## config.mk

```make
export PLATFORM = sky130hd
export DESIGN_NAME = fan_tach_counter
export DESIGN_NICKNAME = d
export VERILOG_FILES = /design/src/rtl/fan_tach_counter.sv
export SDC_FILE = /design/constraint.sdc
export NUM_CORES = 1
export LEC_CHECK = 0
export BUFFER_PORTS_ARGS = -buffer_cell sky130_fd_sc_hd__clkbuf_2
export CORE_ASPECT_RATIO = 1.2
export CORE_MARGIN = 2
export CORE_UTILIZATION = 40
export CTS_CLUSTER_DIAMETER = 40
export CTS_CLUSTER_SIZE = 40
export DETAILED_ROUTE_END_ITERATION = 8
export MAX_ROUTING_LAYER = met4
export PLACE_DENSITY = 0.62
export REMOVE_ABC_BUFFERS = 1
export SYNTH_ARGS = -nofsm -noshare
export SYNTH_HDL_FRONTEND = slang
export SYNTH_SLANG_ARGS = --single-unit
```

## constraint.sdc

```tcl
create_clock -name clk -period 6.5 [get_ports clk]
set_input_delay 0.975 -clock clk [delete_from_list [all_inputs] [get_ports clk]]
set_output_delay 0.975 -clock clk [all_outputs]
set_load 0.01 [all_outputs]
```

## src/rtl/fan_tach_counter.sv

```systemverilog
// ============================================================================
// Module   : fan_tach_counter
// Purpose  : Gated-window fan tachometer producing a saturated 16-bit RPM value.
// Revision : 1.0 - initial release
// ============================================================================
`default_nettype none

module fan_tach_counter #(
  parameter int REFCLK_HZ      = 250000000,
  parameter int PULSES_PER_REV = 2,
  parameter int FILTER_CYCLES  = 1024
) (
  input  logic        clk,
  input  logic        rst_n,
  input  logic        tach,
  output logic [15:0] rpm,
  output logic        rpm_valid,
  output logic        stalled
);

  localparam int STABLE_W  = $clog2(FILTER_CYCLES + 1);
  localparam int WIN_W     = (REFCLK_HZ > 1) ? $clog2(REFCLK_HZ) : 1;
  localparam int PPR_SHIFT = (PULSES_PER_REV == 4) ? 2 : ((PULSES_PER_REV == 2) ? 1 : 0);
  localparam logic [STABLE_W-1:0] STABLE_LAST = STABLE_W'(FILTER_CYCLES - 1);
  localparam logic [WIN_W-1:0]    WIN_LAST    = WIN_W'(REFCLK_HZ - 1);
  localparam logic [STABLE_W-1:0] STABLE_ONE  = STABLE_W'(1);
  localparam logic [WIN_W-1:0]    WIN_ONE     = WIN_W'(1);

  if (!(PULSES_PER_REV == 1 || PULSES_PER_REV == 2 || PULSES_PER_REV == 4)) begin : g_bad_ppr
    $error("fan_tach_counter: PULSES_PER_REV must be 1, 2 or 4");
  end
  if (FILTER_CYCLES < 1) begin : g_bad_filter
    $error("fan_tach_counter: FILTER_CYCLES must be at least 1");
  end
  if (REFCLK_HZ < 1) begin : g_bad_refclk
    $error("fan_tach_counter: REFCLK_HZ must be at least 1");
  end

  logic                sync1_q, sync1_d;
  logic                tach_sync_q, tach_sync_d;
  logic                filt_level_q, filt_level_d;
  logic [STABLE_W-1:0] stable_cnt_q, stable_cnt_d;
  logic                filt_level_dly_q, filt_level_dly_d;
  logic [WIN_W-1:0]    win_cnt_q, win_cnt_d;
  logic [15:0]         pulse_cnt_q, pulse_cnt_d;
  logic [23:0]         scaled_q, scaled_d;
  logic                zero_q, zero_d;
  logic                load_q, load_d;
  logic [15:0]         rpm_q, rpm_d;
  logic                stalled_q, stalled_d;
  logic                rpm_valid_q, rpm_valid_d;

  logic                rise;
  logic                win_end;
  logic [15:0]         closing_cnt;
  logic [23:0]         closing_ext;

  always_comb begin
    sync1_d          = tach;
    tach_sync_d      = sync1_q;

    filt_level_d     = filt_level_q;
    stable_cnt_d     = '0;
    if (tach_sync_q != filt_level_q) begin
      if (stable_cnt_q == STABLE_LAST) begin
        filt_level_d = tach_sync_q;
      end else begin
        stable_cnt_d = stable_cnt_q + STABLE_ONE;
      end
    end
    filt_level_dly_d = filt_level_q;
    rise             = filt_level_q & ~filt_level_dly_q;

    win_end          = (win_cnt_q == WIN_LAST);
    win_cnt_d        = win_end ? '0 : (win_cnt_q + WIN_ONE);

    // Saturating increment doubles as the closing count, so a terminal-cycle edge lands in it.
    closing_cnt      = (pulse_cnt_q == 16'hFFFF) ? 16'hFFFF : (pulse_cnt_q + {15'd0, rise});
    pulse_cnt_d      = win_end ? 16'd0 : closing_cnt;
    closing_ext      = {8'd0, closing_cnt};

    scaled_d         = scaled_q;
    zero_d           = zero_q;
    if (win_end) begin
      scaled_d       = ((closing_ext << 6) - (closing_ext << 2)) >> PPR_SHIFT;
      zero_d         = (closing_cnt == 16'd0);
    end
    load_d           = win_end;

    rpm_d            = rpm_q;
    stalled_d        = stalled_q;
    if (load_q) begin
      rpm_d          = (scaled_q > 24'h00FFFF) ? 16'hFFFF : scaled_q[15:0];
      stalled_d      = zero_q;
    end
    rpm_valid_d      = load_q;
  end

  always_ff @(posedge clk) begin
    if (!rst_n) begin
      sync1_q          <= 1'b1;
      tach_sync_q      <= 1'b1;
      filt_level_q     <= 1'b1;
      stable_cnt_q     <= '0;
      filt_level_dly_q <= 1'b1;
      win_cnt_q        <= '0;
      pulse_cnt_q      <= 16'd0;
      scaled_q         <= 24'd0;
      zero_q           <= 1'b0;
      load_q           <= 1'b0;
      rpm_q            <= 16'd0;
      stalled_q        <= 1'b0;
      rpm_valid_q      <= 1'b0;
    end else begin
      sync1_q          <= sync1_d;
      tach_sync_q      <= tach_sync_d;
      filt_level_q     <= filt_level_d;
      stable_cnt_q     <= stable_cnt_d;
      filt_level_dly_q <= filt_level_dly_d;
      win_cnt_q        <= win_cnt_d;
      pulse_cnt_q      <= pulse_cnt_d;
      scaled_q         <= scaled_d;
      zero_q           <= zero_d;
      load_q           <= load_d;
      rpm_q            <= rpm_d;
      stalled_q        <= stalled_d;
      rpm_valid_q      <= rpm_valid_d;
    end
  end

  assign rpm       = rpm_q;
  assign rpm_valid = rpm_valid_q;
  assign stalled   = stalled_q;

endmodule

`default_nettype wire

```

* Yosys cells after proc, flatten, opt, wreduce, memory -nomap -nowiden
Cells that the tools add are included.
** Word-level totals
- Register bits :: 102
- Bits of input ports :: 3
- Output and inout bits :: 18
** Operators by class
- Add/subtract/negate cells :: 4
- Order comparisons :: 1
- Equal/unequal tests :: 4
- Multiplexer cells :: 2
- Bitwise operators :: 4
- Reduce and logical (&&, ||, !) cells :: 4
** Operator list (number)
- two-way mux 16 bit :: 2
- adder 28 x 1 -> 28 bit, second input constant :: 1
- equality test 28 bit, second input constant :: 1
- greater-than comparator 23 x 16 -> 1 bit, second input constant :: 1
- subtractor 22 x 18 -> 23 bit :: 1
- adder 16 x 1 -> 16 bit :: 1
- equality test 16 bit, second input constant :: 1
- zero test 16 bit :: 1
- adder 11 x 1 -> 11 bit, second input constant :: 1
- equality test 11 x 10 -> 1 bit, second input constant :: 1
- NOT 1 bit :: 3
- OR reduction 3 bit :: 1
- AND reduction 2 bit :: 1
- OR reduction 2 bit :: 1
- bitwise AND 1 bit :: 1
- inequality test 1 bit :: 1

* Depth between registers and ports, before layout
- Word-level depth :: 5
- Mapped depth :: 17
- Depth with buffers taken out :: 16

* Least setup slack after synthesis
No wires, ideal clock.
- Path kind :: register to register
- Start :: register filt_level_q (netlist: filt_level_dly_d)
- End :: register scaled_q[17]
- Library setup time :: 0.120 ns
- Data arrival time :: 3.078 ns
- Path slack :: 3.302 ns
- Cell stages (with the launch flop) :: 18
- Period minus slack after synthesis :: 3.198 ns
- Cell sequence :: dfxtp_1 > nor2b_1 > ha_1 > ha_1 > buf_2 > nand3_1 > xnor2_1 > nor2_1 > inv_1 > ha_1 > nand2_1 > o31a_1 > o211ai_1 > nand3_1 > a31oi_1 > nor2_1 > a311oi_1 > nor2_1
** On the way
- Cells in the longest elaborated chain, start to end :: 4
** RTL lines
- start, declared :: line 41 : logic filt_level_q, filt_level_d;
- start signal, assigned :: line 117 : filt_level_q <= filt_level_d;
- bitwise AND 1 bit :: line 72 : rise = filt_level_q & ~filt_level_dly_q;
- adder 16 x 1 -> 16 bit :: line 78 : closing_cnt = (pulse_cnt_q == 16'hFFFF) ? 16'hFFFF : (pulse_cnt_q + {15'd0, rise});
- two-way mux 16 bit :: line 78
- net closing_cnt[4] :: line 55 : logic [15:0] closing_cnt;
- subtractor 22 x 18 -> 23 bit :: line 85 : scaled_d = ((closing_ext << 6) - (closing_ext << 2)) >> PPR_SHIFT;
- end signal, assigned :: line 122 : scaled_q <= scaled_d;
- end, declared :: line 46 : logic [23:0] scaled_q, scaled_d;
The timed path passes the listed nets, and every way through them passes these cells.
A chain may end at the register's enable or synchronous reset.

* Worst setup path after layout
- Start :: register filt_level_q (netlist: filt_level_dly_d)
- End :: register scaled_q[16]
** On the way
- Cells in the longest elaborated chain, start to end :: 4
** RTL lines (line)
- bitwise AND 1 bit :: 72
- adder 16 x 1 -> 16 bit :: 78
- two-way mux 16 bit :: 78
- subtractor 22 x 18 -> 23 bit :: 85
Every way passes these cells.

==> out/summary.txt <==
FINAL LAYOUT
------------------------------------------------------------------------------------------
Filler cell count in the final layout .......................................         1239
Layout cell share with drive strength beyond 1 ..............................        8.11%
Number of nets at the end of the flow .......................................          640
Diodes inserted .............................................................            0
Multi-input gate area .......................................................   2810 sq um
Area taken by flip-flops and latches ........................................   2000 sq um
Layout-stage area growth over the synthesis result ..........................        10.3%

SYNTH
------------------------------------------------------------------------------------------
Distinct cell type count after synthesis ....................................           58
Post-synthesis average cell area ............................................   8.10 sq um
Xor and xnor fraction of the mapped netlist area ............................        10.7%
Post-synthesis cell count ...................................................          616
Largest family of logic cells by synthesized area ........................... simple AND/OR/NAND/NOR gates
Yosys top cell area share ...................................................        40.1%
Sequential-to-total area share from yosys stat ..............................        40.1%
Biggest area contributors in the synthesized netlist ........................ dfxtp_1 40%, nor2_1 7.8%, xnor2_1 6.5%
Portion of netlist area occupied by mux cells ...............................        1.05%
Share of the synthesized area in compound gates (AO/OA/AOI/OAI) .............        13.1%
Yosys synthesis warning count ...............................................            0
Fraction of the mapped netlist area in simple logic gates ...................        27.4%
Ys flop type ................................................................      dfxtp_1
Ys async rst share ..........................................................           0%
Number of enable-type register cells in the synthesized netlist .............            0
Post-synthesis instance area ................................................   4990 sq um
Share of synthesized cell area in full adder, half adder and majority cells .        3.66%
Number of storage elements in the synthesis netlist .........................          100
Cell type with the highest aggregate area in the netlist ....................      dfxtp_1

FLOORPLAN
------------------------------------------------------------------------------------------
Die Y-Extent ................................................................       126 um
Core Rows ...................................................................           44
DIE WIDTH ...................................................................       106 um
Area of the die .............................................................  13400 sq um
Starting density of the core ................................................        41.2%
Top-level I/O count .........................................................           21
Area of the placeable core ..................................................  12100 sq um

CRITICAL PATH
------------------------------------------------------------------------------------------
Setup slack, reg-to-reg .....................................................      2.67 ns
Biggest fanout along the worst timing path ..................................           11
Startpoint class of the critical path .......................................         flop
Type of destination of the critical path ....................................         flop
Endpoint arrival time on the critical path ..................................      4.07 ns
Crit Reg-Reg Startpoint ..................................................... filt_level_dly_d
Critical Path Source ........................................................ filt_level_dly_d
Data required time at the worst endpoint ....................................      6.74 ns
Startpoint-to-endpoint class of the critical path ...........................   reg -> reg

PWR
------------------------------------------------------------------------------------------
Clock group share of total power ............................................        44.9%
Pwr Density .................................................................  208 nW/um^2
Switching component of the power ............................................   0.000252 W
Cell internal power dissipation .............................................   0.000894 W
Combinational share of power ................................................         1.3%
Share of total power consumed by net switching ..............................        22.0%
Maximum vdd drop ............................................................       103 uV
Overall power of the completed layout .......................................    0.00115 W
Static Leakage ..............................................................      2.05 nW
Sequential power share ......................................................        53.8%

DETAILED ROUTING
------------------------------------------------------------------------------------------
Mean number of vias per cell ................................................         5.34
DRC violation count after routing ...........................................            0
Routed len/inst .............................................................      14.4 um
DRC marker count from the first detailed-route iteration ....................          203
Via count ...................................................................         4222
Total wire length after detailed routing ....................................     11400 um
Count of TritonRoute iterations in the first routing pass ...................            6
DRT antenna net count .......................................................            0

CLOCK NETWORK
------------------------------------------------------------------------------------------
CTS tree ....................................................................         done
Max clock buf depth .........................................................            2
CTS buffer count ............................................................            9
Post-CTS setup buffers ......................................................            0
Hold_buf cts ................................................................            0
Sinks on the clock net ......................................................          100
Count of H-tree levels built during CTS .....................................            3
Clk pin slew, worst setup/hold paths ........................................      0.07 ns
Resized cells post-CTS ......................................................            0
Clock latency on the worst-skew pair ........................................      0.35 ns
CTS root buf ................................................................    clkbuf_16

PLACED DESIGN
------------------------------------------------------------------------------------------
PortBufs ....................................................................           20
Routability Congestion ......................................................        0.911
Detailed placer's ending HPWL ...............................................      8500 um

TIMING
------------------------------------------------------------------------------------------
Max Transition Viols Final ..................................................            0
Shortest period the worst path allows .......................................      3.83 ns
Slew headroom ...............................................................        37.7%
Share of the cycle needed by the critical path after routing ................        58.9%
Setup-violating endpoint count in the final report ..........................            0
Setup TNS Final .............................................................         0 ns
Final Hold Viols ............................................................            0
Maximum clock skew at final layout ..........................................    0.0100 ns
Unrepaired setup endpoints after global routing .............................        false
Slew at the pin closest to its max-slew limit ...............................     0.933 ns
Highest Clock Rate ..........................................................    0.261 GHz

GLOBAL ROUTE
------------------------------------------------------------------------------------------
Pin count of the biggest net entering global routing ........................           37
First-pass GRT wire length ..................................................     19300 um
Overall global routing resource usage .......................................        18.5%
Number of antenna violations at the first check in global routing ...........            0
Number of global-route vias before repair ...................................         4017
Overflow after GRT ..........................................................            0

WORST HOLD PATH
------------------------------------------------------------------------------------------
Class of the tightest hold or removal check .................................   reg -> reg
Origin of the worst min-delay path ..........................................      sync1_q

RUN STATUS
------------------------------------------------------------------------------------------
Status ...................................................................... finished clean

JOB
------------------------------------------------------------------------------------------
Number of violations of the max-capacitance limit ...........................            0

[worst paths after layout]
check	to	depth (start not counted)
setup / recovery	scaled_q[16]	12
hold / removal	tach_sync_q	1
setup reg to reg	scaled_q[16]	12
hold reg to reg	tach_sync_q	1
[registers in the layout, summed over array words and instances (netlist names)]
name and flops:
zero_q 1, filt_level_dly_q 1, stalled 1, sync1_q 1, load_q 1, rpm_valid 1
filt_level_dly_d 1, win_cnt_q 28, scaled_q 21, tach_sync_q 1, rpm 16, pulse_cnt_q 16
stable_cnt_q 11
[metal layers]
| metal | global-route usage (%) | wire (um) | vias up |
|---|---|---|---|
| met5 | - | 0 | - |
| met4 | 8.28 | 183 | 0 |
| met3 | 2.26 | 436 | 15 |
| met2 | 31.5 | 5740 | 102 |
| met1 | 21.8 | 5020 | 1946 |
| li1 | - | - | 2159 |
[worst max-delay path, stage by stage, from the launching register on]
cell	delay (ns)
dfxtp_1	0.37
nor2b_1	0.15
ha_1	0.21
ha_1	0.43
inv_1	0.20
nor4_1	0.44
mux2i_1	0.75
and2_1	0.35
nor4_1	0.09
a21o_1	0.19
o41ai_2	0.24
xnor2_1	0.10
a22o_1	0.20
[cells in the final DEF, fill, tap and decap left out, types with 3 or more instances in the layout]
cell type	Yosys	routed
clkbuf_2	0	20
and2_1	11	11
nand3_1	28	28
nand4_1	14	14
inv_1	19	19
buf_4	1	4
o211ai_1	4	4
ha_1	13	13
nor3_1	9	9
a2bb2oi_1	3	3
a31oi_1	11	11
mux2i_1	3	3
nand4b_1	3	3
nand2_1	64	64
nand2b_1	6	6
o21ai_0	30	30
clkbuf_16	0	9
a21oi_1	31	31
dfxtp_1	100	100
a211oi_1	7	7
and4_1	3	3
o21ai_1	3	3
xnor2_1	37	37
nor4_1	13	11
nor2_1	104	104
or3_1	6	6
xor2_1	24	24
and3_1	5	5
[synth_stat cells, types with 6 or more instances]
cell / instances
a211oi_1: 7
a21oi_1: 31
a31oi_1: 11
and2_1: 11
clkbuf_1: 20
dfxtp_1: 100
ha_1: 13
inv_1: 19
nand2_1: 64
nand2b_1: 6
nand3_1: 28
nand4_1: 14
nor2_1: 104
nor3_1: 9
nor4_1: 13
o21ai_0: 30
or3_1: 6
xnor2_1: 37
xor2_1: 24
[cell type report]
class	instances	area share, %
Clock buffer	11	4.41
Timing Repair Buffer	24	2.36
Clock inverter	5	0.818
Tap cell	161	3.66
Sequential cell	100	36.4
Multi-Input combinational cell	468	51.0
Inverter	21	1.43
[power groups by stage]
stage	Combinational (W)	Clock, W	Sequential (W)
final	0.0000152	0.000514	0.000616
after global routing	0.0000171	0.000554	0.000617
after CTS	0.0000154	0.000534	0.000616
after detailed placement	0.0000155	0	0.000631
after global placement	0.0000153	0	0.000630
after floorplan	0.00000775	0	0.000630
[cells by family after synthesis]
group,count (synthesis)
XOR/XNOR,61
adder cells (fa/ha/maj),15
AO/OA/AOI/OAI,106
multiplexers,5
buffers and inverters,48
flip-flops,100
AND/OR/NAND/NOR,281
[per-stage QoR]
stage	hold WS (ns)	instance area, sq um	utilization [%]	std cells	setup WS, ns
CTS	0.414	5510	45.5	790	2.66
global placement	0.405	5220	43.1	774	2.80
global route	0.436	5510	45.5	790	2.29
floorplan	0.386	4870	-	589	3.29
detailed placement	0.406	5220	43.1	774	2.69
finish	0.407	5510	45.5	790	2.67
Note: power is estimated with default switching activity, not from simulation.
